### src/rtl/fila_ctrl.sv
// fila_ctrl: arbitrates two byte producers and one consumer in front of an 8-entry byte FIFO
// Ports:
//   clk_10KHz, reset (async, active-low)
//   prod0_*/prod1_*     : valid/data/ready producer handshakes, round-robin arbitrated
//   cons_req/valid/data : consumer level request, one-cycle delivery pulse, held byte
//   q_data_in/q_enqueue/q_dequeue/q_data_out/q_len : FIFO side
//   count/full/empty    : mirrored occupancy; sync_err : sticky q_len/count disagreement
module fila_ctrl #(
  parameter int DEPTH  = 8,
  parameter int DATA_W = 8
) (
  input  logic              clk_10KHz,
  input  logic              reset,
  input  logic              prod0_valid,
  input  logic [DATA_W-1:0] prod0_data,
  output logic              prod0_ready,
  input  logic              prod1_valid,
  input  logic [DATA_W-1:0] prod1_data,
  output logic              prod1_ready,
  input  logic              cons_req,
  output logic              cons_valid,
  output logic [DATA_W-1:0] cons_data,
  output logic [DATA_W-1:0] q_data_in,
  output logic              q_enqueue,
  output logic              q_dequeue,
  input  logic [DATA_W-1:0] q_data_out,
  input  logic [7:0]        q_len,
  output logic [3:0]        count,
  output logic              full,
  output logic              empty,
  output logic              sync_err
);
  typedef enum logic [1:0] {IDLE, ENQ, DEQ_ISSUE, DEQ_SHIFT} state_t;
  typedef enum logic {OP_ENQ, OP_DEQ} op_t;
  state_t            state_q, state_d;
  op_t               last_op_q, last_op_d;
  logic [3:0]        count_q, count_d;
  logic [1:0]        idle_cnt_q, idle_cnt_d;
  logic              sync_err_q, sync_err_d;
  logic              q_enqueue_q, q_enqueue_d;
  logic              q_dequeue_q, q_dequeue_d;
  logic              cons_valid_q, cons_valid_d;
  logic              rr_q, rr_d;
  logic [DATA_W-1:0] q_data_in_q, q_data_in_d;
  logic [DATA_W-1:0] cons_data_q, cons_data_d;
  logic              deq_ok, enq_ok, pick_deq, pick_enq, grant1;
  assign full     = count_q == 4'(DEPTH);
  assign empty    = count_q == 4'd0;
  assign deq_ok   = cons_req & ~empty;
  assign enq_ok   = (prod0_valid | prod1_valid) & ~full;
  // dequeue wins unless the previous operation was also a dequeue and a producer is waiting
  assign pick_deq = (state_q == IDLE) & deq_ok & ((last_op_q == OP_ENQ) | ~enq_ok);
  assign pick_enq = (state_q == IDLE) & ~pick_deq & enq_ok;
  // rr points at the preferred producer; the other one wins only when the preferred is idle
  assign grant1   = rr_q ? prod1_valid : ~prod0_valid;
  assign prod0_ready = pick_enq & ~grant1;
  assign prod1_ready = pick_enq & grant1;
  assign count      = count_q;
  assign sync_err   = sync_err_q;
  assign q_enqueue  = q_enqueue_q;
  assign q_dequeue  = q_dequeue_q;
  assign q_data_in  = q_data_in_q;
  assign cons_valid = cons_valid_q;
  assign cons_data  = cons_data_q;
  always_comb begin
    state_d      = state_q;
    last_op_d    = last_op_q;
    count_d      = count_q;
    rr_d         = rr_q;
    q_data_in_d  = q_data_in_q;
    cons_data_d  = cons_data_q;
    q_enqueue_d  = 1'b0;
    q_dequeue_d  = 1'b0;
    cons_valid_d = 1'b0;
    case (state_q)
      IDLE: begin
        if (pick_deq) begin
          state_d     = DEQ_ISSUE;
          q_dequeue_d = 1'b1;
          last_op_d   = OP_DEQ;
        end else if (pick_enq) begin
          state_d     = ENQ;
          q_enqueue_d = 1'b1;
          q_data_in_d = grant1 ? prod1_data : prod0_data;
          count_d     = count_q + 4'd1;
          rr_d        = ~grant1;
          last_op_d   = OP_ENQ;
        end
      end
      ENQ:       state_d = IDLE;
      DEQ_ISSUE: state_d = DEQ_SHIFT;
      DEQ_SHIFT: begin
        state_d      = IDLE;
        cons_data_d  = q_data_out;
        cons_valid_d = 1'b1;
        count_d      = count_q - 4'd1;
      end
      default:   state_d = IDLE;
    endcase
    idle_cnt_d = (state_q == IDLE && state_d == IDLE) ? (idle_cnt_q == 2'd3 ? 2'd3 : idle_cnt_q + 2'd1) : 2'd0;
    // the FIFO's length settles a cycle or two after an operation, so only compare once idle has lasted
    sync_err_d = sync_err_q | ((state_q == IDLE) & (idle_cnt_q >= 2'd2) & (q_len != {4'd0, count_q}));
  end
  always_ff @(posedge clk_10KHz or negedge reset) begin
    if (!reset) begin
      state_q      <= IDLE;
      last_op_q    <= OP_ENQ;
      count_q      <= 4'd0;
      idle_cnt_q   <= 2'd0;
      sync_err_q   <= 1'b0;
      q_enqueue_q  <= 1'b0;
      q_dequeue_q  <= 1'b0;
      cons_valid_q <= 1'b0;
      rr_q         <= 1'b0;
      q_data_in_q  <= '0;
      cons_data_q  <= '0;
    end else begin
      state_q      <= state_d;
      last_op_q    <= last_op_d;
      count_q      <= count_d;
      idle_cnt_q   <= idle_cnt_d;
      sync_err_q   <= sync_err_d;
      q_enqueue_q  <= q_enqueue_d;
      q_dequeue_q  <= q_dequeue_d;
      cons_valid_q <= cons_valid_d;
      rr_q         <= rr_d;
      q_data_in_q  <= q_data_in_d;
      cons_data_q  <= cons_data_d;
    end
  end
endmodule

### config.mk
export PLATFORM = sky130hd
export DESIGN_NAME = fila_ctrl
export DESIGN_NICKNAME = d
export VERILOG_FILES = /design/src/rtl/fila_ctrl.sv
export SDC_FILE = /design/constraint.sdc
export NUM_CORES = 1
export LEC_CHECK = 0
export CORE_ASPECT_RATIO = 0.75
export CORE_MARGIN = 5
export CORE_UTILIZATION = 55
export CTS_CLUSTER_SIZE = 14
export DETAILED_ROUTE_END_ITERATION = 10
export DONT_BUFFER_PORTS = 1
export GPL_ROUTABILITY_DRIVEN = 0
export PLACE_DENSITY = 0.73
export SYNTH_ARGS = -nofsm -noshare
export SYNTH_HDL_FRONTEND = slang
export SYNTH_SLANG_ARGS = --single-unit
export TNS_END_PERCENT = 50
### constraint.sdc
create_clock -name clk_10KHz -period 1.8 [get_ports clk_10KHz]
set_clock_uncertainty 0.1 [all_clocks]
set_input_delay 0.18 -clock clk_10KHz [delete_from_list [all_inputs] [get_ports clk_10KHz]]
set_output_delay 0.18 -clock clk_10KHz [all_outputs]
set_load 0.05 [all_outputs]
==> flow_summary_export.csv, run 1 <==
group,metric,value,unit
timing,layout_worst_path_cycle_share,118,%
run_status,violations,"setup timing",
final_layout,antenna_cells,0,
critical_path,critical_path_class,"flop to output port",
run,drv.max_cap_violation_count,0,
timing,final_hold_fails,0,
placed_design,place_hpwl,2480,um
clock_network,cts_max_path_buffers,2,
final_layout,drive_gt1_share,44.0,%
timing,worst_pin_slew,0.583,ns
final_layout,flow.area_growth_from_synthesis,52.3,%
die,floorplan.initialDensity,56.6,%
power_and_ir_drop,max_ir_drop_vdd,1.52,mV
timing,relSlewSlack,61.0,%
clock_network,h-tree-depth,2,
critical_path,crit_path_cell_trace,"or3_4 > a2111oi_4 > and3_4",
routing,drt_iter0_drc,58,
die,die_area,0.00380,mm2
synth,syn-instance-count,126,
final_layout,post_route_design_area,0.00223,mm2
hold_path,worstHoldPathCells,3,
placed_design,pre_cts_ws,-0.144,ns
clock_network,clock_sink_count,30,
power_and_ir_drop,total_power,4.84,mW
grt,grt_remaining_overflow,0,
grt,antenna_found_initial,0,
routing,detail_route.drc_violations,0,
clock_network,clk_root_buffer_cell,"clkbuf_4",
critical_path,r2r_end,"count[2]",
timing,final.setup.worst_slack,-0.326,ns
grt,grt_pass1_wl,5950,um
critical_path,cp_max_fo,3,
hold_path,hold_path.class,"input port to flop",
routing,dr.pass1.iters,4,
grt,maximum_number_of_pins_on_one_net_before_global_route_repair,31,
synth,post_synth.cell_area_avg,11.6,um2
synth,postSynthRegisterBits,30,
routing,detail_route.vias_per_cell,5.62,
critical_path,critical-path-top-delay-family,"simple AND/OR/NAND/NOR gates",
synth,ys_seq_area_share,51.3,%
timing,totalNegativeSetupSlack,-4.08,ns
final_layout,final_net_count,223,
placed_design,dpl-instance-area,0.00172,mm2
run_status,run_status,"finished with violations",
critical_path,cp-start-kind,"flop",
clock_network,clk_pin_slew_worst_paths,0.10,ns
synth,synth_warnings,0,
placed_design,number_of_i_o_port_buffers,0,
routing,routed_wire_length_per_instance,18.3,um
critical_path,worstPathArrival,1.85,ns
power_and_ir_drop,leakage,0.963,nW
critical_path,endpoint_kind,"output port",
hold_path,worst_hold_path_endpoint,"sync_err",
critical_path,crit-reg2reg-launch,"count[1]",
hold_path,timing.hold.worst.start,"q_len[7]",
synth,syn_area,0.00146,mm2
die,pin_count,65,
clock_network,cts_tree,"built",
timing,holdWs,0.0107,ns
critical_path,r2r_slack,-0.27,ns
critical_path,critical_path_required,1.52,ns
die,floorplan.rows,16,
timing,fmax,0.470,GHz
synth,yosysUniqueCellTypes,38,
critical_path,cp_slowest_cell,"dfrtp_2",
clock_network,source_to_sink_clock_delay_at_the_later_pin_of_the_worst_skew_pair,0.34,ns
grt,via_count_of_the_first_global_routing_pass,1226,
critical_path,cp-startpoint,"count[1]",
grt,grt_usage,20.9,%
timing,final_period_minus_worst_setup_slack,2.13,ns
timing,final-setup-viol-count,21,
power_and_ir_drop,power.density,2170,mW/mm2
timing,slew_violations,0,
routing,num_vias,1236,
synth,synthesis.nets,166,
die,die_h,54.7,um
routing,ant_nets_after_route,0,
die,placeableCoreArea,0.00258,mm2
final_layout,n_fill_cell,112,
critical_path,timing.critical_path.slowest_cell_delay,0.41,ns
routing,routed_wl,4030,um
critical_path,rr_worst_depth,7,
clock_network,number_of_buffers_inserted_during_clock_tree_synthesis,5,
die,die-width,69.5,um
timing,unrepaired_setup_endpoints_after_global_routing,"yes",
critical_path,critPathBufInv,0,
-- metrics by stage --
| step | util, % | std cells |
|---|---|---|
| 6_report | 86.2 | 220 |
| 3_3_place_gp | 66.5 | 178 |
| 3_5_place_dp | 66.5 | 178 |
| 2_1_floorplan | - | 126 |
| 5_1_grt | 86.2 | 220 |
| 4_1_cts | 83.0 | 218 |
-- routing by layer --
| layer | vias up | GRT usage, % | routed length, um |
|---|---|---|---|
| met5 | - | 0 | 0 |
| met4 | 0 | 10.7 | 119 |
| met3 | 15 | 7.34 | 352 |
| met2 | 59 | 36.4 | 1980 |
| met1 | 600 | 23.5 | 1570 |
| li1 | 562 | - | - |
-- placed cells by master, fill, tap and decap left out, drive strengths merged, types with 2 or more instances in the layout --
cell type / instances
buf: 25
mux2i: 9
nor2: 7
and3: 2
clkbuf: 7
xnor2: 4
nand2: 4
nand3: 2
ha: 2
a31oi: 2
inv: 7
or4: 2
dfrtp: 30
and2: 3
mux2: 9
dlygate4sd3: 28
xor2: 3
a21oi: 23
-- cell families after synthesis --
kind of cell	count (synthesis)	share of synthesized area, %
adders and majority gates	3	3.08
DFF	30	51.3
and+or+nand+nor	25	10.8
buffers and inverters	11	3.68
AOI/OAI and AO/OA	32	13.9
muxes	18	13.1
xor gates and xnor gates	7	4.19
-- cells in the mapped netlist, drive strengths merged --
cell type | number | area share (%)
nor2b | 1 | 0.43
nand2 | 4 | 1.0
buf | 3 | 1.6
ha | 2 | 1.7
a21bo | 1 | 0.68
inv | 7 | 1.8
or4 | 2 | 1.5
a211oi | 1 | 0.86
and2 | 2 | 1.0
or3 | 1 | 0.43
o21ai | 1 | 0.34
nand3 | 2 | 0.68
nor2 | 7 | 2.0
a21boi | 1 | 0.51
and3 | 2 | 0.86
a21oi | 23 | 8.4
xor2 | 3 | 1.8
mux2 | 9 | 6.9
fa | 1 | 1.4
xnor2 | 4 | 2.4
mux2i | 9 | 6.2
a31o | 1 | 0.60
a2bb2oi | 1 | 0.60
nor4b | 1 | 1.6
a31oi | 2 | 0.86
nor4 | 1 | 0.43
nor3 | 1 | 0.34
dfrtp | 30 | 51
a2111oi | 1 | 1.0
nand2b | 1 | 0.43
clkbuf | 1 | 0.26
-- area by class of cell --
cell class                      count  area (um2)  share of cell area [%]
Multi-Input combinational cell     86         812                    36.5
Clock inverter                      1        5.00                   0.225
Timing Repair Buffer               53         528                    23.7
Inverter                            7        26.3                    1.18
Tap cell                           36        45.0                    2.02
Sequential cell                    30         756                    33.9
Clock buffer                        7        55.1                    2.47
-- flip-flops by register name, summed over array words and instances, names as in the netlist --
signal and cells:
cons_data 8, idle_cnt_q 2, q_dequeue 1, state_q 2
q_enqueue 1, sync_err 1, cons_valid 1, last_op_q 1
rr_q 1, q_data_in 8, count 4
-- report_power, final --
| group | internal [mW] | switching (mW) | total [mW] |
|---|---|---|---|
| logic | 1.13 | 1.26 | 2.38 |
| clock network | 0.189 | 0.232 | 0.421 |
| registers | 0.991 | 1.04 | 2.03 |
| total | 2.31 | 2.53 | 4.84 |
-- worst register-to-register path, delay by kind of cell (launching register included) --
family	cells	cell delay, ns
AOI/OAI and AO/OA	2	0.23
muxes	1	0.33
DFF	1	0.41
and+or+nand+nor	1	0.40
buffers and inverters	3	0.47
-- what timing repair did --
item / in CTS / in global routing
setup endpoints to repair: 20 / 25
endpoints found under the hold margin: 48 / 0
gates cloned: 0 / 2
pin swaps: 4 / 6
resized for setup: 9 / 17
buffers inserted: 3 / 1
hold buffers: 29 / 0
-- worst max path at each step --
stage / end / slack, ns / cells after the start
2_1_floorplan: count[2] / -0.50 / 5
3_3_place_gp: q_data_in[7] / -0.1 / 5
3_5_place_dp: q_data_in[5] / -0.14 / 5
4_1_cts: prod0_ready / -0.33 / 3
5_1_grt: prod1_ready / -0.37 / 3
6_report: prod1_ready / -0.33 / 3
Power figures use the tool's default switching activity.
==> run 2: changes to the inputs <==
--- a/config.mk
+++ b/config.mk
@@ -7,12 +7,12 @@
 export LEC_CHECK = 0
 export CORE_ASPECT_RATIO = 0.75
 export CORE_MARGIN = 5
-export CORE_UTILIZATION = 55
+export CORE_UTILIZATION = 60
 export CTS_CLUSTER_SIZE = 14
 export DETAILED_ROUTE_END_ITERATION = 10
 export DONT_BUFFER_PORTS = 1
 export GPL_ROUTABILITY_DRIVEN = 0
-export PLACE_DENSITY = 0.73
+export PLACE_DENSITY = 0.76
 export SYNTH_ARGS = -nofsm -noshare
 export SYNTH_HDL_FRONTEND = slang
 export SYNTH_SLANG_ARGS = --single-unit
==> constraint.sdc (replaced) <==
create_clock -name clk_10KHz -period 2.6 [get_ports clk_10KHz]
set_clock_uncertainty 0.1 [all_clocks]
set_input_delay 0.26 -clock clk_10KHz [delete_from_list [all_inputs] [get_ports clk_10KHz]]
set_output_delay 0.26 -clock clk_10KHz [all_outputs]
set_load 0.05 [all_outputs]
==> run 2 against run 1 <==
Against the previous run: the flow now finishes without violations; count of clock-buffer cells in the layout is 1 lower; routed wire length is 22% lower; non-clock buffer count is 35 lower; sequential share of layout area is 9.4 points higher; flip-flop and latch count stayed put; critical path type unchanged; largest cell class is now registers.
==> flow_summary_export.csv, run 2 (synthesis gave the netlist of run 1 again) <==
group,metric,value,unit
run_status,run_status,"complete, no violations",
grt,maximum_number_of_pins_on_one_net_before_global_route_repair,31,
critical_path,critical_path_class,"flop to output port",
die,placeableCoreArea,0.00231,mm2
die,die_h,52.8,um
grt,grt_remaining_overflow,0,
clock_network,number_of_buffers_inserted_during_clock_tree_synthesis,5,
timing,slew_violations,0,
routing,drt_iter0_drc,46,
clock_network,clock_sink_count,30,
critical_path,endpoint_kind,"output port",
grt,via_count_of_the_first_global_routing_pass,1070,
routing,dr.pass1.iters,4,
hold_path,hold_path.class,"input port to flop",
final_layout,final-instance-count-excl-fill,181,
placed_design,place_hpwl,2300,um
grt,antenna_found_initial,0,
routing,routed_wl,3130,um
clock_network,cts_tree,"built",
routing,ant_nets_after_route,0,
final_layout,multiInputGateArea,661,um2
routing,num_vias,1013,
die,pin_count,65,
timing,final_period_minus_worst_setup_slack,2.36,ns
final_layout,final_net_count,187,
placed_design,dpl-instance-area,0.00153,mm2
timing,unrepaired_setup_endpoints_after_global_routing,"no",
final_layout,post_route_design_area,0.00173,mm2
timing,totalNegativeSetupSlack,0,ns
final_layout,drive_gt1_share,25.2,%
timing,relSlewSlack,41.4,%
clock_network,clk_pin_slew_worst_paths,0.09,ns
timing,final-setup-viol-count,0,
critical_path,cp-start-kind,"flop",
grt,grt_pass1_wl,5000,um
die,die-width,67.0,um
clock_network,clk_root_buffer_cell,"clkbuf_4",
die,floorplan.initialDensity,63.4,%
grt,grt_usage,19.5,%
final_layout,antenna_cells,0,
final_layout,final_common_cell,"dfrtp_1",
critical_path,critical_path_required,2.24,ns
run,drv.max_cap_violation_count,0,
final_layout,n_fill_cell,154,
die,die_area,0.00354,mm2
clock_network,source_to_sink_clock_delay_at_the_later_pin_of_the_worst_skew_pair,0.32,ns
timing,worst_pin_slew,0.873,ns
critical_path,r2r_slack,0.39,ns
timing,layout_worst_path_cycle_share,90.8,%
routing,routed_wire_length_per_instance,17.3,um
critical_path,worstPathArrival,2.00,ns
clock_network,h-tree-depth,2,
final_layout,flow.area_growth_from_synthesis,18.6,%
placed_design,dpl.cell_count,163,
final_layout,finish.utilization,75.1,%
final_layout,ff_latch_area,751,um2
clock_network,cts_max_path_buffers,2,
routing,detail_route.drc_violations,0,
routing,detail_route.vias_per_cell,5.60,
placed_design,number_of_i_o_port_buffers,0,
timing,final_hold_fails,0,
die,floorplan.rows,15,
final_layout,most_used_cells_in_the_layout_excluding_fill_and_tap_cells,"30 x dfrtp_1, 21 x a21oi_1, 10 x dlygate4sd3_1, 9 x mux2i_1, 8 x mux2_2",
critical_path,cp_max_fo,6,
timing,fmax,0.423,GHz
-- run 2: cell types whose count changed in the layout (fill, tap and decap cells not counted), sizes merged --
cell         change
dlygate4sd3     -18
buf             -17
and2             -1
bufinv           +1
clkbuf           -1
clkinv           -1
-- run 2: layout make-up --
class | instances | area share, %
clock buffer | 6 | 2.96
clock inverter | 1 | 1.73
inverter | 7 | 1.52
multi-input combinational | 85 | 38.1
sequential | 30 | 43.3
tap | 34 | 2.45
timing repair buffer | 18 | 9.96
-- run 2: timing repair --
| action | 4_1_cts | 5_1_grt |
|---|---|---|
| gates resized for setup | 0 | 2 |
| endpoints found under the hold margin | 39 | 0 |
| hold buffers | 11 | 0 |
| endpoints found under the setup margin | 0 | 2 |
| setup buffers | 0 | 0 |
-- run 2: worst paths after layout --
check | from | cells past startpoint | to
worst max-delay path | count[0] | 4 | prod0_ready
worst min-delay path | prod0_valid | 2 | rr_q
worst max register to register | count[1] | 5 | q_data_in[2]
worst min register to register | idle_cnt_q[0] | 1 | idle_cnt_q[0]
max in group asynchronous | reset | 2 | count[0]
min in group asynchronous | reset | 2 | cons_data[7]
-- run 2: routing by layer --
metal  vias up  track usage, %  routed length (um)
met5         -               0                   0
met4         0            10.8                  84
met3         8            8.58                 342
met2        51            31.3                1470
met1       466            21.7                1230
li1        488               -                   -
-- run 2: worst max-delay path, cell delays in order, from the launching register on --
cell       delay, ns
dfrtp_1         0.38
buf_4           0.27
nor4b_4         0.10
a2111oi_2       0.49
and3_2          0.44
-- run 2: metrics by stage --
step / hold slack (ns) / setup WS [ns]
after floorplan: -0.136 / 0.0756
after global placement: -0.135 / 0.463
after detailed placement: -0.135 / 0.408
after CTS: 0.00891 / 0.0863
after global routing: 0.0500 / 0.101
final: 0.0202 / 0.239
Power of run 2 is not shown: default switching activity piles up to over one toggle a cycle in this logic, so the estimate is an artifact.
==> run 3: changes to the inputs <==
--- a/config.mk
+++ b/config.mk
@@ -5,14 +5,17 @@
 export SDC_FILE = /design/constraint.sdc
 export NUM_CORES = 1
 export LEC_CHECK = 0
+export CAP_MARGIN = 0
+export CELL_PAD_IN_SITES_DETAIL_PLACEMENT = 1
+export CELL_PAD_IN_SITES_GLOBAL_PLACEMENT = 1
 export CORE_ASPECT_RATIO = 0.75
 export CORE_MARGIN = 5
-export CORE_UTILIZATION = 60
+export CORE_UTILIZATION = 49
 export CTS_CLUSTER_SIZE = 14
 export DETAILED_ROUTE_END_ITERATION = 10
 export DONT_BUFFER_PORTS = 1
 export GPL_ROUTABILITY_DRIVEN = 0
-export PLACE_DENSITY = 0.76
+export PLACE_DENSITY_LB_ADDON = 0.1
 export SYNTH_ARGS = -nofsm -noshare
 export SYNTH_HDL_FRONTEND = slang
 export SYNTH_SLANG_ARGS = --single-unit
==> run 3 against run 2 <==
Against the previous run: maximum frequency shrank 3.8%; sequential share of layout area rose by 1.6 points; routed wire length up 12%; setup slack worse by 0.093 ns; cell count fell by 1.7%; utilization fell by 18 points; register-to-register slack improved by 0.05 ns; count of clock-buffer cells in the layout unchanged; hold slack gained 0.0038 ns; critical path depth is the same; first-iteration DRC count grew 37%; critical path type unchanged; critical endpoint unchanged; highest routed layer unchanged.
==> flow_summary_export.csv, run 3 (synthesis gave the netlist of run 1 again) <==
group,metric,value,unit
timing,final-setup-viol-count,0,
critical_path,crit-reg2reg-launch,"count[2]",
timing,relSlewSlack,40.5,%
placed_design,dpl.cell_count,167,
timing,worst_pin_slew,0.886,ns
timing,slew_violations,0,
final_layout,final-instance-count-excl-fill,178,
timing,final_period_minus_worst_setup_slack,2.45,ns
critical_path,r2r_end,"q_data_in[0]",
critical_path,critical_path_class,"flop to output port",
die,floorplan.rows,17,
routing,detail_route.vias_per_cell,5.90,
run_status,run_status,"complete, no violations",
clock_network,number_of_buffers_inserted_during_clock_tree_synthesis,5,
hold_path,worst_hold_path_endpoint,"cons_data[1]",
routing,drt_iter0_drc,63,
hold_path,hold_path.class,"input port to flop",
die,pin_count,65,
grt,grt_remaining_overflow,0,
final_layout,finish.utilization,57.4,%
die,floorplan.initialDensity,50.2,%
final_layout,antenna_cells,0,
routing,detail_route.drc_violations,0,
grt,maximum_number_of_pins_on_one_net_before_global_route_repair,31,
routing,routed_wire_length_per_instance,19.6,um
critical_path,endpoint_kind,"output port",
clock_network,cts_tree,"built",
die,die_area,0.00419,mm2
clock_network,h-tree-depth,2,
final_layout,final_net_count,179,
die,die_h,57.3,um
timing,fmax,0.407,GHz
routing,ant_nets_after_route,0,
die,die-width,73.1,um
grt,via_count_of_the_first_global_routing_pass,1167,
routing,routed_wl,3490,um
grt,grt_usage,18.2,%
critical_path,cp-start-kind,"flop",
grt,grt_pass1_wl,5750,um
hold_path,timing.hold.worst.start,"q_data_out[1]",
timing,unrepaired_setup_endpoints_after_global_routing,"no",
grt,antenna_found_initial,0,
die,placeableCoreArea,0.00291,mm2
placed_design,place_hpwl,2630,um
routing,num_vias,1050,
clock_network,cts_max_path_buffers,2,
final_layout,flow.area_growth_from_synthesis,14.4,%
placed_design,number_of_i_o_port_buffers,0,
final_layout,drive_gt1_share,27.1,%
timing,layout_worst_path_cycle_share,94.4,%
critical_path,r2r_slack,0.44,ns
critical_path,critical_path_required,2.24,ns
run,drv.max_cap_violation_count,0,
clock_network,clk_root_buffer_cell,"clkbuf_8",
hold_path,worstHoldPathCells,1,
timing,totalNegativeSetupSlack,0,ns
timing,final_hold_fails,0,
clock_network,clock_sink_count,30,
critical_path,cp_max_fo,6,
final_layout,most_used_cells_in_the_layout_excluding_fill_and_tap_cells,"30 x dfrtp_1, 21 x a21oi_1, 9 x mux2i_1, 8 x mux2_2, 7 x buf_4",
clock_network,post-cts-setup-buffer-count,0,
final_layout,final_common_cell,"dfrtp_1",
critical_path,worstPathArrival,2.09,ns
clock_network,clk_pin_slew_worst_paths,0.06,ns
critical_path,rr_worst_depth,5,
clock_network,source_to_sink_clock_delay_at_the_later_pin_of_the_worst_skew_pair,0.28,ns
routing,dr.pass1.iters,4,
## run 3: cell types whose count changed in the layout (fill, tap and decap cells not counted)
cell | previous run | this run
clkbuf_8 | 1 | 6
clkinv_2 | 0 | 1
dlygate4sd3_1 | 10 | 2
clkbuf_4 | 5 | 0
bufinv_16 | 1 | 0
clkinvlp_4 | 0 | 1
## run 3: area by class of cell
type                       count  area, um2
tap                           38       47.5
inverter                       7       26.3
timing repair buffer          10       92.6
multi-input combinational     85        661
fill                         295       1240
clock inverter                 2       12.5
clock buffer                   6       82.6
sequential                    30        751
## run 3: how the worst max path moves through the flow
stage	startpoint	endpoint	slack, ns	cells after the start
floorplan	count[0]	idle_cnt_q[0]	0.08	5
global placement	count[0]	prod1_ready	0.42	4
detailed placement	count[0]	prod1_ready	0.32	4
CTS	count[0]	prod1_ready	0.01	4
global route	count[0]	prod1_ready	0.03	4
finish	count[0]	prod0_ready	0.15	4
## run 3: per-layer routing
metal / GRT usage (%) / wire [um] / vias up
met5: 0 / 0 / -
met2: 29.4 / 1780 / 45
met3: 7.22 / 345 / 4
li1: - / - / 471
met1: 21.9 / 1330 / 530
met4: 6.32 / 31 / 0
## run 3: critical path, stage by stage, from the launching register on
cell and delay (ns):
dfrtp_1 0.45, buf_4 0.27, nor4b_4 0.10, a2111oi_2 0.54, and3_2 0.46
## run 3: through the flow
stage	instance area (um2)	hold WS, ns	setup WS (ns)
after floorplan	1460	-0.136	0.0756
after detailed placement	1540	-0.135	0.325
after global routing	1670	0.0106	0.0290
after CTS	1670	0.0187	0.0100
after global placement	1540	-0.135	0.417
final	1670	0.0239	0.146
## run 3: what timing repair did
action / in CTS / in global routing
gates resized for setup: 0 / 2
hold buffers: 3 / 0
endpoints found under the hold margin: 31 / 0
setup endpoints to repair: 0 / 2
Power of run 3 is left out for the same reason.
